===== src/rtl/issue2_sched_pkg.sv =====
// Shared types for the dual-issue pairing scheduler: FSM states, queue entry
// layout and the uncompressed-instruction encoding.
package issue2_sched_pkg;

  typedef enum logic {
    RUN   = 1'b0,
    BLOCK = 1'b1
  } sched_state_e;

  typedef struct packed {
    logic [31:0] instr;
    logic [31:0] addr;
  } iq_entry_t;

  localparam logic [1:0] INSTR_UNCOMPRESSED = 2'b11;

endpackage


===== src/rtl/issue2_instr_queue.sv =====
// Circular instruction buffer with single push, pop of one or two entries and
// flush. Exposes the head entry and the one behind it for pair formation.
module issue2_instr_queue
  import issue2_sched_pkg::*;
#(
  parameter int DEPTH = 4
) (
  input  logic                     clk,
  input  logic                     rst,
  input  logic                     push,
  input  logic [31:0]              push_instr,
  input  logic [31:0]              push_addr,
  input  logic                     pop1,
  input  logic                     pop2,
  input  logic                     flush,
  output logic [$clog2(DEPTH):0]   count,
  output logic [31:0]              e0_instr,
  output logic [31:0]              e0_addr,
  output logic [31:0]              e1_instr,
  output logic [31:0]              e1_addr
);

  localparam int PTR_W = $clog2(DEPTH);
  localparam int CNT_W = PTR_W + 1;

  iq_entry_t        mem [DEPTH];
  logic [PTR_W-1:0] rd_ptr;
  logic [PTR_W-1:0] wr_ptr;
  logic [CNT_W-1:0] pop_n;
  iq_entry_t        head;
  iq_entry_t        next;

  always_comb begin
    pop_n = '0;
    if (pop2)      pop_n = CNT_W'(2);
    else if (pop1) pop_n = CNT_W'(1);
  end

  // Pointers wrap naturally because DEPTH is a power of two.
  always_ff @(posedge clk) begin
    if (rst || flush) begin
      rd_ptr <= '0;
      wr_ptr <= '0;
      count  <= '0;
    end else begin
      if (push) wr_ptr <= wr_ptr + PTR_W'(1);
      rd_ptr <= rd_ptr + pop_n[PTR_W-1:0];
      count  <= count + CNT_W'(push) - pop_n;
    end
  end

  always_ff @(posedge clk) begin
    if (push) mem[wr_ptr] <= '{instr: push_instr, addr: push_addr};
  end

  assign head     = mem[rd_ptr];
  assign next     = mem[rd_ptr + PTR_W'(1)];
  assign e0_instr = head.instr;
  assign e0_addr  = head.addr;
  assign e1_instr = next.instr;
  assign e1_addr  = next.addr;

endmodule


===== src/rtl/issue2_pair_scheduler.sv =====
// Prefetch-stage dual-issue scheduler: buffers fetched instructions, offers the
// head pair to the external allocator and issues one or two per ID handshake.
module issue2_pair_scheduler
  import issue2_sched_pkg::*;
#(
  parameter int DEPTH              = 4,
  parameter int FLUSH_BLOCK_CYCLES = 2
) (
  input  logic        clk,
  input  logic        rst,
  input  logic        fetch_valid_i,
  input  logic [31:0] fetch_instr_i,
  input  logic [31:0] fetch_addr_i,
  output logic        fetch_ready_o,
  input  logic        flush_i,
  input  logic        di_en_i,
  output logic [31:0] alloc_pi_instr_o,
  output logic [31:0] alloc_i2_instr_o,
  output logic        alloc_in_line_ok_o,
  output logic        alloc_unusual_o,
  input  logic        alloc_ok_i,
  output logic        pi_valid_o,
  output logic [31:0] pi_instr_o,
  output logic [31:0] pi_addr_o,
  output logic        i2_valid_o,
  output logic [31:0] i2_instr_o,
  input  logic        id_ready_i,
  output logic [31:0] pair_cnt_o
);

  localparam int CNT_W = $clog2(DEPTH) + 1;
  localparam int BLK_W = $clog2(FLUSH_BLOCK_CYCLES + 1);
  localparam logic [BLK_W-1:0] BLK_INIT = BLK_W'(FLUSH_BLOCK_CYCLES);

  function automatic logic [31:0] sat_inc(input logic [31:0] v);
    return (v == 32'hFFFF_FFFF) ? v : v + 32'd1;
  endfunction

  logic [CNT_W-1:0] count;
  logic [31:0]      e0_instr, e0_addr, e1_instr, e1_addr;
  logic             push, hs, pop1, pop2;
  sched_state_e     state, state_nxt;
  logic [BLK_W-1:0] blk_cnt, blk_cnt_nxt;

  issue2_instr_queue #(.DEPTH(DEPTH)) u_queue (
    .clk        (clk),
    .rst        (rst),
    .push       (push),
    .push_instr (fetch_instr_i),
    .push_addr  (fetch_addr_i),
    .pop1       (pop1),
    .pop2       (pop2),
    .flush      (flush_i),
    .count      (count),
    .e0_instr   (e0_instr),
    .e0_addr    (e0_addr),
    .e1_instr   (e1_instr),
    .e1_addr    (e1_addr)
  );

  // Readiness ignores same-cycle pops so there is no ready-from-ready path.
  assign fetch_ready_o = (count < CNT_W'(DEPTH)) && !flush_i;
  assign push          = fetch_valid_i && fetch_ready_o;

  assign alloc_pi_instr_o   = e0_instr;
  assign alloc_i2_instr_o   = e1_instr;
  assign alloc_in_line_ok_o = (count >= CNT_W'(2))
                              && (e0_instr[1:0] == INSTR_UNCOMPRESSED)
                              && (e1_instr[1:0] == INSTR_UNCOMPRESSED)
                              && (e1_addr == e0_addr + 32'd4);
  assign alloc_unusual_o    = (state == BLOCK);

  assign pi_valid_o = (count >= CNT_W'(1)) && !flush_i;
  assign pi_instr_o = e0_instr;
  assign pi_addr_o  = e0_addr;
  assign i2_valid_o = pi_valid_o && (count >= CNT_W'(2)) && alloc_ok_i;
  assign i2_instr_o = e1_instr;

  assign hs   = id_ready_i && pi_valid_o;
  assign pop2 = hs && i2_valid_o;
  assign pop1 = hs && !i2_valid_o;

  always_ff @(posedge clk) begin
    if (rst) begin
      state   <= BLOCK;
      blk_cnt <= BLK_INIT;
    end else begin
      state   <= state_nxt;
      blk_cnt <= blk_cnt_nxt;
    end
  end

  always_comb begin
    state_nxt   = state;
    blk_cnt_nxt = blk_cnt;
    if (flush_i) begin
      state_nxt   = BLOCK;
      blk_cnt_nxt = BLK_INIT;
    end else if (state == BLOCK) begin
      blk_cnt_nxt = blk_cnt - BLK_W'(1);
      if (blk_cnt <= BLK_W'(1)) state_nxt = RUN;
    end
  end

  always_ff @(posedge clk) begin
    if (rst)       pair_cnt_o <= '0;
    else if (pop2) pair_cnt_o <= sat_inc(pair_cnt_o);
  end

endmodule


===== config.mk =====
export PLATFORM = sky130hd
export DESIGN_NAME = issue2_pair_scheduler
export DESIGN_NICKNAME = d
export VERILOG_FILES = /design/src/rtl/issue2_sched_pkg.sv /design/src/rtl/issue2_instr_queue.sv /design/src/rtl/issue2_pair_scheduler.sv
export SDC_FILE = /design/constraint.sdc
export NUM_CORES = 1
export LEC_CHECK = 0
export CAP_MARGIN = 5
export CORE_UTILIZATION = 35
export DETAILED_ROUTE_END_ITERATION = 8
export PLACE_DENSITY = 0.62
export SLEW_MARGIN = 5
export SYNTH_ARGS = -nofsm -noshare
export SYNTH_HDL_FRONTEND = slang
export SYNTH_HIERARCHICAL = 1
export SYNTH_SLANG_ARGS = --single-unit

===== constraint.sdc =====
create_clock -name clk -period 7.1 [get_ports clk]
set_input_delay 2.13 -clock clk [delete_from_list [all_inputs] [get_ports clk]]
set_output_delay 2.13 -clock clk [all_outputs]
set_load 0.01 [all_outputs]

# After elaboration in Yosys (flattened, before gate mapping)
# Memory sizes are Yosys's and may differ from the RTL's. A register that Yosys moved wholly into a read port is not among the register bits.
# Cells that the tools add are included.
# W data, S select, Z words.
dict set report op_classes {
  order_cmp 4
  n_eq_ne 4
  n_mux 7
  reduce_logical 16
  bitwise 1
  n_addsub 8
}
# op count
set op_table {}
lappend op_table {{$add A32 B1 Y32 const B} 1}
lappend op_table {{$add A32 B3 Y32 const B} 1}
lappend op_table {{$eq A32 B32 Y1} 1}
lappend op_table {{$eq A32 B32 Y1 const B} 1}
lappend op_table {{$logic_and A1 B1 Y1} 11}
lappend op_table {{$mux W1} 5}
lappend op_table {{$add A2 B1 Y2 const B} 2}
lappend op_table {{$eq A2 B2 Y1 const B} 2}
lappend op_table {{$add A3 B1 Y3} 1}
lappend op_table {{$ge A3 B1 Y1 const B} 1}
lappend op_table {{$ge A3 B2 Y1 const B} 1}
lappend op_table {{$lt A3 B3 Y1 const B} 1}
lappend op_table {{$mux W3} 1}
lappend op_table {{$sub A3 B3 Y3} 1}
lappend op_table {{$add A2 B2 Y2} 1}
lappend op_table {{$le A2 B1 Y1 const B} 1}
lappend op_table {{$logic_not A1 Y1} 2}
lappend op_table {{$mux W2} 1}
lappend op_table {{$reduce_and A2 Y1} 1}
lappend op_table {{$reduce_or A2 Y1} 1}
lappend op_table {{$sub A2 B1 Y2 const B} 1}
lappend op_table {{$logic_or A1 B1 Y1} 1}
lappend op_table {{$not A1 Y1} 1}
dict set report totals {
  mem_count 1
  ramBits 256
  reg_bits 42
}
# name depth word_bits rd rd_ports_with_merged_regs write_ports line
set memory_table {}
lappend memory_table {u_queue.mem 4 64 2 1 1 issue2_instr_queue.sv:26} ;# iq_entry_t mem [DEPTH];

# Logic depth before layout (Yosys ltp)
dict set report logic_depth {
  word_depth 10
  ltp_mapped 13
}

# Hierarchy
# Netlist, hierarchy kept.
# mod n_inst seq_area_each_um2 area_per_inst_um2 cells_per_inst
set by_module_without_submodules {}
lappend by_module_without_submodules {issue2_instr_queue 1 7827.5 11190.7 457}
lappend by_module_without_submodules {issue2_pair_scheduler 1 700.7 3236.9 423}

# Least setup slack after synthesis
# Ideal clock, no wire load.
dict set report synth_timing {
  path_kind {register -> output}
  from {register u_queue.rd_ptr[0]}
  to {output alloc_in_line_ok_o}
  path_buffers 4
  arrival_time_ns 2.813
  path_stages_with_launch 13
  setup_slack_ns 2.157
  path_cell_list {dfxtp_1 > buf_2 > buf_8 > buf_6 > mux4_2 > and4_1 > buf_2 > nand3_1 > or3_1 > a221oi_1 > nand4_1 > nor4_1 > and4_1}
}
dict set report synth_via {
  elab_chain_len 5
  word_cells_on_any_way 6
  classes_between {1 x add/sub; 2 x eq/ne; 2 x reduce/logical; 1 x memory}
}
# element line
set synth_lines {}
lappend synth_lines {{from (decl)} issue2_instr_queue.sv:27} ;# logic [PTR_W-1:0] rd_ptr;
lappend synth_lines {{from (signal assigned)} issue2_instr_queue.sv:47} ;# rd_ptr <= rd_ptr + pop_n[PTR_W-1:0];
lappend synth_lines {{$add A2 B1 Y2 *} issue2_instr_queue.sv:57} ;# assign next = mem[rd_ptr + PTR_W'(1)];
lappend synth_lines {{$mem_v2 Z4 W64 *} -}
lappend synth_lines {{parallel branches: the longest is 2 deep, another holds $eq A32 B32 Y1} -}
lappend synth_lines {{$logic_and A1 B1 Y1 *} issue2_pair_scheduler.sv:70} ;# && (e1_addr == e0_addr + 32'd4);
lappend synth_lines {{to (decl)} issue2_pair_scheduler.sv:19} ;# output logic alloc_in_line_ok_o,
# Every way passes the cells marked *.

# Worst setup path after layout
# Same ends and word-level chain as after synthesis.

==> qor.yml <==
floorplanning:
  die_h_um: 205
  coreArea_um2: 40700
  dieArea_um2: 42000
  rows: 74
  die_w_um: 205
  ios: 268
  initial_core_util: 0.354
layout:
  layout_common_cells: "clkdlybuf4s50_1, edfxtp_1, mux4_2, nor2_1, xnor2_1"
  antennaDiodeCount: 0
  synthToLayoutAreaGrowth_pct: 26.3
  drive_gt1_frac: 0.191
  seq_area_um2: 8540
  n_fill_cell: 3625
  fin_nets: 1171
  layout_commonest_cell: "clkdlybuf4s50_1"
  multiInputGateArea_um2: 5080
  fin_util: 0.447
clock_tree:
  cts.path.max_buffers: 3
  cts_tree: "built"
  numCtsBuffers: 34
  htreeDepth: 2
  cts.clk_slew.worst_paths_ps: 60
  clock_latency_ps: 530
  cts_hold_buf: 0
  post-cts-setup-buffer-count: 0
  cts_resized: 0
  clock_sink_count: 298
  cts_root_buf: "clkbuf_16"
timing:
  rsz0062_at_grt: "no"
  slew_violations: 0
  setup_viol_count_final: 0
  min_period_over_period: 0.933
  min_period_ps: 6620
  tightest_slew_ps: 880
  timing.fmax_ghz: 0.151
  hold_viol: 0
  fin_tns_setup_ps: 0
  slew_headroom: 0.414
  clock-skew-final_ps: 10.7
placed_design:
  detailed_place_hpwl_um: 23100
  finalWeightedCongestion: 0.774
  io_buffers: 266
setup_path:
  crit_path_top_delay_cell: "mux4_2"
  r2r_start: "pair_cnt_o[18]"
  worstPathRequired_ps: 4970
  crit_fanout: 22
  crit_family: "simple AND/OR/NAND/NOR gates"
  critPathBufInv: 2
  r2r_setup_slack_ps: 4350
  cp_cell_sequence: "buf_4 -> mux4_2 -> xnor2_1 -> o221ai_1 -> nor4_1 -> nand4_1 -> nor4_1 -> and4_1 -> clkdlybuf4s50_1"
  rr_endpoint: "pair_cnt_o[26]"
  rr_worst_depth: 7
  startpoint_type: "flop"
  cp.depth: 9
  crit_top_cell: "nor4_1"
  endpoint_kind: "output pin"
  cp.arrival_ps: 4490
  cp-endpoint: "alloc_in_line_ok_o"
  setup.worst_path.start: "u_queue/rd_ptr[0]"
  critPathMaxStageDelay_ps: 590
  path_class: "reg2out"
power_and_ir_drop:
  p_leak_uw: 0.00564
  cellPowerDensity_nw_per_um2: 214
  ir_drop_mv: 0.203
grt:
  grt.overflow.total: 0
  grt.busiest_layer: "met2"
  antenna_found_initial: 1
  grt_max_degree: 55
  met1_usage: 0.204
  grt_pass1_vias: 8929
  grt_pass1_wl_um: 51300
  met2_usage: 0.273
  met3_usage: 0.0380
  grt_usage: 0.162
route:
  drtPass1Iterations: 4
  wl_per_cell_um: 20.8
  dr.first_iter.drc_count: 447
  via_per_inst: 5.22
  drc: 0
  antenna_left: 0
  vias: 8601
  wirelength_um: 34200
synthesis:
  netlist_top_cells_area: "edfxtp_1, mux4_2, dfxtp_1"
  synth_nets: 961
  yosys.area.top_type: "edfxtp_1"
  synth_top_cell_area_share: 0.533
  synth_seq_cells: 298
  yosysUniqueCellTypes: 54
  synth_seq_area_share: 0.591
  netlist_area_um2: 14400
  yosys_warnings: 6
  syn_inst: 880
  synth_area_per_cell_um2: 16.4
  synthArstFlopShare: 0
  ys.flop_type: "edfxtp_1"
  synth_edf_count: 256
status:
  outcome: "finished, final reports clean"
flow_run:
  maxCapViolations: 0
worst_hold_path:
  hold_class: "reg2reg"
per-layer routing:
metal / vias to the layer above / share of wire
li1: 3881 / -
met1: 4394 / 0.42
met2: 269 / 0.49
met3: 55 / 0.063
met4: 2 / 0.026
met5: - / 0.00038
power breakdown:
| group | leakage, uW | internal (uW) | switching, uW | total [uW] |
|---|---|---|---|---|
| sequential | 0.00267 | 1930 | 12.1 | 1940 |
| clock | 0.000537 | 1000 | 685 | 1690 |
| combinational | 0.00243 | 142 | 126 | 268 |
synth_stat cells, types with 3 or more instances:
| cell type | number |
|---|---|
| or4_1 | 4 |
| mux2i_1 | 5 |
| buf_2 | 20 |
| ha_1 | 9 |
| dfxtp_1 | 42 |
| nand4_1 | 16 |
| and2_1 | 7 |
| nand3_1 | 23 |
| inv_1 | 19 |
| and4_1 | 5 |
| xor2_1 | 24 |
| nor3_1 | 8 |
| a41oi_1 | 3 |
| nor3_2 | 6 |
| edfxtp_1 | 256 |
| nor2_1 | 52 |
| o21ai_0 | 10 |
| xnor2_1 | 49 |
| or3_1 | 10 |
| mux4_2 | 128 |
| nor4_1 | 11 |
| buf_4 | 66 |
| a21oi_1 | 16 |
| buf_6 | 10 |
| clkbuf_1 | 10 |
| and3_1 | 9 |
| nand2_1 | 25 |
metrics by stage:
stage / cells / power, uW / cell area [um2] / setup WS [ps] / hold WS [ps]
global route: 1648 / 4030 / 18200 / 82.7 / 484
floorplan: 880 / 2110 / 14400 / 2160 / 436
detailed placement: 1586 / 2250 / 17200 / 943 / 452
finish: 1648 / 3900 / 18200 / 477 / 460
CTS: 1648 / 3950 / 18200 / 343 / 460
global placement: 1586 / 2240 / 17200 / 1080 / 456
registers in the layout, summed over array words and instances (netlist names):
register         cells
alloc_unusual_o      1
blk_cnt              2
pair_cnt_o          32
u_queue/count        3
u_queue/mem        256
u_queue/rd_ptr       2
u_queue/wr_ptr       2
worst min-delay path: stages (launching register included):
cell and delay, ps:
dfxtp_1 310, nand2_1 50, o21ai_0 60
how the worst min path moves through the flow:
stage	from	slack (ps)	cells after the start	endpoint
floorplan	blk_cnt[1]	440	2	alloc_unusual_o
global placement	blk_cnt[1]	460	2	alloc_unusual_o
detailed placement	blk_cnt[1]	450	2	alloc_unusual_o
CTS	blk_cnt[1]	460	2	alloc_unusual_o
global route	blk_cnt[1]	480	2	alloc_unusual_o
finish	blk_cnt[1]	460	2	alloc_unusual_o
cells by family (layout without fill, tap and decap cells):
kind of cell	count (synthesis)	in the layout	share of synthesized area
xor+xnor	73	73	0.0443
fa+ha+maj	10	10	0.00919
compound gates	46	46	0.0201
buf+inv	126	362	0.0577
mux	134	134	0.204
flops	298	298	0.591
simple gates	193	193	0.0735
layout make-up:
class / count / share of cell area
clock inverters: 15 / 0.00515
repair buffers: 281 / 0.154
well taps: 532 / 0.0365
clock buffers: 47 / 0.0540
inverters: 19 / 0.00391
flip-flops and latches: 298 / 0.468
multi-input cells: 456 / 0.279
(Power assumes the default switching activity.)
